--- config.mk ---
export PLATFORM = sky130hd
export DESIGN_NAME = seg7_scan_display
export DESIGN_NICKNAME = d
export VERILOG_FILES = /design/src/rtl/seg7_pkg.sv /design/src/rtl/bin2bcd_seq.sv /design/src/rtl/seg7_scan_display.sv
export SDC_FILE = /design/constraint.sdc
export NUM_CORES = 1
export LEC_CHECK = 0
export BUFFER_PORTS_ARGS = -buffer_cell sky130_fd_sc_hd__buf_2
export CAP_MARGIN = 10
export CORE_UTILIZATION = 50
export CTS_CLUSTER_SIZE = 16
export DETAILED_ROUTE_END_ITERATION = 16
export PLACE_DENSITY = 0.71
export SLEW_MARGIN = 20
export SYNTH_ARGS = -nofsm -noshare
export SYNTH_HDL_FRONTEND = slang
export SYNTH_SLANG_ARGS = --single-unit
export TNS_END_PERCENT = 1
--- constraint.sdc ---
create_clock -name clk -period 4.4 [get_ports clk]
set_input_delay 0.44 -clock clk [delete_from_list [all_inputs] [get_ports clk]]
set_output_delay 0.44 -clock clk [all_outputs]
set_load 0.05 [all_outputs]
--- src/rtl/seg7_pkg.sv ---
// Shared segment encodings and elaboration helpers for the seven-segment scan driver.
package seg7_pkg;

  // Active-low segment patterns, bit6 = a ... bit0 = g.
  localparam logic [6:0] SEG_DIGIT [0:9] = '{
    7'b0000001, 7'b1001111, 7'b0010010, 7'b0000110, 7'b1001100,
    7'b0100100, 7'b0100000, 7'b0001111, 7'b0000000, 7'b0000100
  };
  localparam logic [6:0] SEG_BLANK = 7'b1111111;
  localparam logic [6:0] SEG_DASH  = 7'b1111110;

  // 10**n, used to derive the largest value the digit count can show.
  function automatic logic [63:0] pow10(input int unsigned n);
    logic [63:0] r;
    r = 64'd1;
    for (int unsigned i = 0; i < n; i++) begin
      r = r * 64'd10;
    end
    return r;
  endfunction

endpackage

--- src/rtl/bin2bcd_seq.sv ---
// Iterative double-dabble converter: one add-3/shift step per clock, VALUE_W steps.
module bin2bcd_seq #(
  parameter int unsigned VALUE_W = 14,
  parameter int unsigned DIGITS  = 4
) (
  input  logic                  clk,
  input  logic                  rst_n,
  input  logic                  start,
  input  logic [VALUE_W-1:0]    bin,
  output logic                  done,
  output logic [DIGITS*4-1:0]   bcd
);

  localparam int unsigned CNT_W = $clog2(VALUE_W + 1);

  logic [VALUE_W-1:0]  r_bin;
  logic [DIGITS*4-1:0] r_bcd;
  logic [CNT_W-1:0]    r_cnt;
  logic                r_run;
  logic [DIGITS*4-1:0] w_adj;
  logic [VALUE_W-1:0]  w_bin_next;

  // One conversion step; bcd carries the post-step accumulator so the final
  // step's result can be captured on the same edge that completes it.
  always_comb begin
    w_adj = r_bcd;
    for (int unsigned i = 0; i < DIGITS; i++) begin
      if (r_bcd[4*i +: 4] >= 4'd5) begin
        w_adj[4*i +: 4] = r_bcd[4*i +: 4] + 4'd3;
      end
    end
    {bcd, w_bin_next} = {w_adj, r_bin} << 1;
  end

  assign done = r_run && (r_cnt == CNT_W'(1));

  // Shift register, accumulator and step counter; start wins over an in-flight step.
  always_ff @(posedge clk or negedge rst_n) begin
    if (!rst_n) begin
      r_bin <= '0;
      r_bcd <= '0;
      r_cnt <= '0;
      r_run <= 1'b0;
    end else if (start) begin
      r_bin <= bin;
      r_bcd <= '0;
      r_cnt <= CNT_W'(VALUE_W);
      r_run <= 1'b1;
    end else if (r_run) begin
      r_bin <= w_bin_next;
      r_bcd <= bcd;
      r_cnt <= r_cnt - CNT_W'(1);
      if (r_cnt == CNT_W'(1)) begin
        r_run <= 1'b0;
      end
    end
  end

endmodule

--- src/rtl/seg7_scan_display.sv ---
// Multiplexed seven-segment driver: binary-to-BCD conversion, pending load buffer,
// overflow dash, leading-zero blanking and common-anode digit scanning.
module seg7_scan_display
  import seg7_pkg::*;
#(
  parameter int unsigned DIGITS   = 4,
  parameter int unsigned VALUE_W  = 14,
  parameter int unsigned SCAN_DIV = 100000
) (
  input  logic               clk,
  input  logic               rst_n,
  input  logic [VALUE_W-1:0] value,
  input  logic               load,
  input  logic               blank_lz,
  output logic               busy,
  output logic [6:0]         a_to_g,
  output logic [DIGITS-1:0]  an
);

  localparam int unsigned BCD_W     = DIGITS * 4;
  localparam int unsigned IDX_W     = (DIGITS > 1) ? $clog2(DIGITS) : 1;
  localparam int unsigned PRE_W     = $clog2(SCAN_DIV);
  localparam logic [63:0] OVF_LIMIT = pow10(DIGITS);

  logic               r_busy;
  logic               r_pend_vld;
  logic [VALUE_W-1:0] r_pend;
  logic               r_ovf_next;
  logic               r_ovf;
  logic [BCD_W-1:0]   r_disp;
  logic [PRE_W-1:0]   r_pre;
  logic [IDX_W-1:0]   r_idx;
  logic [DIGITS-1:0]  r_an;
  logic [6:0]         r_seg;

  logic               w_done;
  logic [BCD_W-1:0]   w_bcd;
  logic               w_start;
  logic [VALUE_W-1:0] w_next_val;
  logic               w_pre_tc;
  logic [PRE_W-1:0]   w_pre_next;
  logic [IDX_W-1:0]   w_idx_next;
  logic [31:0]        w_idx32;
  logic [BCD_W-1:0]   w_disp_next;
  logic               w_ovf_disp;
  logic [3:0]         w_nib;
  logic               w_upper_zero;
  logic [6:0]         w_seg_next;
  logic [DIGITS-1:0]  w_an_next;

  bin2bcd_seq #(
    .VALUE_W(VALUE_W),
    .DIGITS (DIGITS)
  ) u_bin2bcd (
    .clk  (clk),
    .rst_n(rst_n),
    .start(w_start),
    .bin  (w_next_val),
    .done (w_done),
    .bcd  (w_bcd)
  );

  // A load on the commit edge outranks any older pending value; either feeds
  // the converter directly so back-to-back conversions have no idle cycle.
  always_comb begin
    w_next_val = load ? value : r_pend;
    w_start    = (load && !r_busy) || (w_done && (load || r_pend_vld));
  end

  // Busy flag, pending buffer, overflow tracking and committed display value.
  always_ff @(posedge clk or negedge rst_n) begin
    if (!rst_n) begin
      r_busy     <= 1'b0;
      r_pend_vld <= 1'b0;
      r_pend     <= '0;
      r_ovf_next <= 1'b0;
      r_ovf      <= 1'b0;
      r_disp     <= '0;
    end else begin
      if (w_done) begin
        r_disp <= w_bcd;
        r_ovf  <= r_ovf_next;
      end
      if (w_start) begin
        r_busy     <= 1'b1;
        r_ovf_next <= (64'(w_next_val) >= OVF_LIMIT);
      end else if (w_done) begin
        r_busy <= 1'b0;
      end
      if (w_done) begin
        r_pend_vld <= 1'b0;
      end else if (load && r_busy) begin
        r_pend     <= value;
        r_pend_vld <= 1'b1;
      end
    end
  end

  // Outputs are decoded from next-state index/display so an and a_to_g
  // switch on the same edge as the index or commit that changes them.
  always_comb begin
    w_pre_tc   = (r_pre == PRE_W'(SCAN_DIV - 1));
    w_pre_next = w_pre_tc ? '0 : r_pre + PRE_W'(1);
    w_idx_next = r_idx;
    if (w_pre_tc) begin
      w_idx_next = (r_idx == IDX_W'(DIGITS - 1)) ? '0 : r_idx + IDX_W'(1);
    end
    w_idx32     = 32'(w_idx_next);
    w_disp_next = w_done ? w_bcd : r_disp;
    w_ovf_disp  = w_done ? r_ovf_next : r_ovf;

    w_nib        = '0;
    w_upper_zero = 1'b1;
    for (int unsigned i = 0; i < DIGITS; i++) begin
      if (i == w_idx32) begin
        w_nib = w_disp_next[4*i +: 4];
      end
      if (i >= w_idx32 && w_disp_next[4*i +: 4] != 4'd0) begin
        w_upper_zero = 1'b0;
      end
    end

    if (w_ovf_disp) begin
      w_seg_next = SEG_DASH;
    end else if (blank_lz && w_idx32 != 32'd0 && w_upper_zero) begin
      w_seg_next = SEG_BLANK;
    end else if (w_nib < 4'd10) begin
      w_seg_next = SEG_DIGIT[w_nib];
    end else begin
      w_seg_next = SEG_BLANK;
    end

    w_an_next = ~(DIGITS'(1) << w_idx_next);
  end

  // Prescaler, scan index and registered pin drivers.
  always_ff @(posedge clk or negedge rst_n) begin
    if (!rst_n) begin
      r_pre <= '0;
      r_idx <= '0;
      r_an  <= ~DIGITS'(1);
      r_seg <= SEG_DIGIT[0];
    end else begin
      r_pre <= w_pre_next;
      r_idx <= w_idx_next;
      r_an  <= w_an_next;
      r_seg <= w_seg_next;
    end
  end

  assign busy   = r_busy;
  assign a_to_g = r_seg;
  assign an     = r_an;

endmodule

==> impl_metrics.toml <==
[clocking]
cts_tree = "built"
cts_setup_buffers = 0
cts.sinks = 99
worstSkewPairLatency_ns = 0.37
post_cts_resized = 0
ctsHoldBuffers = 0
cts_root_buffer = "clkbuf_8"
path_clk_slew_ns = 0.09
htreeDepth = 3
cts-buffers-inserted = 9
clock_path_buffers = 2

[detailed_routing]
remaining_drc_errors = 0
ant_nets = 0
drt-vias-per-instance = 5.49
drtPass1Iterations = 5
wl_per_cell_um = 14.4
wirelength_um = 9500
drtIter0Drc = 102
num_vias = 3617

[synthesis]
synthCells = 498
synth.most_common_cell = "dfrtp_1"
synth_area_um2 = 5070
synth_area_leaders = "dfrtp_1 (47%), mux2i_1 (5.3%), mux2_2 (4.9%), nand2_1 (4.2%), ha_1 (3.5%)"
netlist.area_leader.share_pct = 46.9
synth_ff_type = "dfrtp_1"
syn_avg_cell_area_um2 = 10.2
async_reset_ff_share_pct = 100
synth.distinct_cells = 57
synth_top_area_cell = "dfrtp_1"
yosysSeqAreaShare_pct = 49.0
syn_nets = 530
synth-edff-count = 0
yosys_warnings = 0
synth_seq_cells = 99
ys_top_cells_by_count = "dfrtp_1 (95), nand2_1 (57), nor2_1 (38), o21ai_0 (28), mux2i_1 (27)"

[final_layout]
num_antenna_cells = 0
drive_gt1_share_pct = 17.7
num-fill-cells = 879
syn_to_final_growth_pct = 9.82
nNetsFinal = 554
final_cell_area_um2 = 5570

[timing]
setup_viol = 0
period_share_pct = 79.7
finalHoldViolCount = 0
final.setup.tns_ns = 0
drv_slew = 0
fmax_mhz = 285
maxSlewHeadroom_pct = 40.0
fin_crit_ns = 3.50
skew_ns = 0.00949
rsz0062_at_grt = "false"
worst_pin_slew_ns = 0.899

[floorplanning]
die_width_um = 103
io_pins = 30
coreArea_um2 = 9820
dieArea_um2 = 10500
initial_utilization_pct = 51.6
rows = 36
die_h_um = 103

[status]
status = "completed"

[global_route]
grt_pass1_vias = 3458
grt_max_degree = 74
grt-ovfl-total = 0
grt_pass1_wl_um = 15700
antenna_found_initial = 0
grt_usage_pct = 19.6

[power_and_ir_drop]
power_per_cell_area_nw_per_um2 = 631
p_sw_share_pct = 39.4
combPwrFrac_pct = 41.8
p_leak_nw = 2.51
switchingPower_w = 0.00138
clockPowerShare_pct = 17.9
vdd_drop_max_uv = 303
seqPwrFrac_pct = 40.3
p_int_w = 0.00213

[placement]
place.gp.congestion = 0.872
hpwl_um = 6780
place_area_um2 = 5350
port_buffers = 29

[min_path]
hold_path.class = "in2async"

[setup_path]
crit_path_end_kind = "flop"
required_ns = 4.62
crit_path_max_fanout = 10
worstPathArrival_ns = 3.72
crit_type = "reg2reg"
cp-start-kind = "flop"

[run]
cap_violations = 0
[worst max-delay path, stage by stage (launching register included)]
cell and delay (ns):
dfrtp_1 0.45, or4b_4 0.58, nor4_4 0.28, buf_4 0.21, mux2i_2 0.53, clkinv_2 0.24
mux2_2 0.34, mux2i_4 0.24, inv_2 0.09, a211oi_4 0.27, o221ai_2 0.13
[state kept, by name, indices dropped and copies added (netlist names)]
signal / count
r_pre: 17
r_disp: 16
u_bin2bcd.r_bcd: 16
r_pend: 14
u_bin2bcd.r_bin: 14
a_to_g: 7
an: 4
u_bin2bcd.r_cnt: 4
r_idx: 2
busy: 1
r_ovf: 1
r_ovf_next: 1
r_pend_vld: 1
u_bin2bcd.r_run: 1
[metal layers]
layer	global-route usage [%]	share of wire [%]
met3	4.81	3.9
met2	32.9	48
met4	8.02	2.0
met1	24.1	46
met5	0	0
[power by group through the flow]
stage	clock [W]	sequential, W	combinational (W)
finish	0.000629	0.00142	0.00147
global route	0.000676	0.00146	0.00165
floorplan	0	0.00146	0.00110
detailed placement	0	0.00143	0.00147
CTS	0.000651	0.00141	0.00148
global placement	0	0.00142	0.00143
[stage by stage]
step	hold WS, ns	worst slack [ns]	power [W]	std cells	util, %
finish	0.192	0.895	0.00351	659	56.7
global route	0.277	0.605	0.00378	659	56.7
CTS	0.227	0.884	0.00355	659	56.7
detailed placement	0.473	0.908	0.00290	644	54.5
global placement	0.460	1.05	0.00285	644	54.5
floorplan	0.144	1.12	0.00256	498	-
[final timing paths]
check,end,cells past startpoint,from,slack [ns]
max,a_to_g[6],10,r_pre[12],0.90
min,r_pre[10],1,rst_n,0.19
max reg2reg,a_to_g[6],10,r_pre[12],0.90
min reg2reg,r_pend_vld,2,r_pend_vld,0.49
max in group asynchronous,r_disp[13],2,rst_n,3.30
min in group clk,r_pend[3],2,value[3],0.32
[kinds of logic after synthesis]
logic type	count (synthesis)	synth area share, %
buf+inv	42	3.16
fa+ha+maj	14	3.45
mux	51	10.9
compound gates	101	12.9
xor+xnor	18	3.11
flops	99	49.0
simple gates	173	17.5
[layout make-up]
cell class / instances / area (µm²) / share of cell area [%]
multi-input combinational: 357 / 2430 / 43.7
timing repair buffer: 36 / 200 / 3.59
sequential: 99 / 2480 / 44.6
inverter: 19 / 72.6 / 1.30
tap: 133 / 166 / 2.99
clock inverter: 5 / 77.6 / 1.39
clock buffer: 10 / 138 / 2.47
[placed cells by master, fill, tap and decap left out, types with 3 or more instances in the layout]
| master | count |
|---|---|
| a211oi_1 | 22 |
| a21o_1 | 3 |
| a21oi_1 | 25 |
| and2_1 | 3 |
| buf_2 | 28 |
| buf_4 | 8 |
| clkbuf_8 | 10 |
| clkinv_2 | 3 |
| dfrtp_1 | 95 |
| dfstp_2 | 4 |
| ha_1 | 14 |
| inv_1 | 17 |
| mux2_2 | 22 |
| mux2i_1 | 27 |
| nand2_1 | 57 |
| nand2b_1 | 5 |
| nand3_1 | 10 |
| nand4_1 | 5 |
| nand4b_1 | 3 |
| nor2_1 | 38 |
| nor2b_1 | 13 |
| nor3_1 | 8 |
| nor3b_1 | 6 |
| nor4_1 | 4 |
| o21ai_0 | 28 |
| o31ai_1 | 9 |
| or2_2 | 3 |
| xnor2_1 | 10 |
| xor2_1 | 8 |
(Power assumes the default switching activity.)
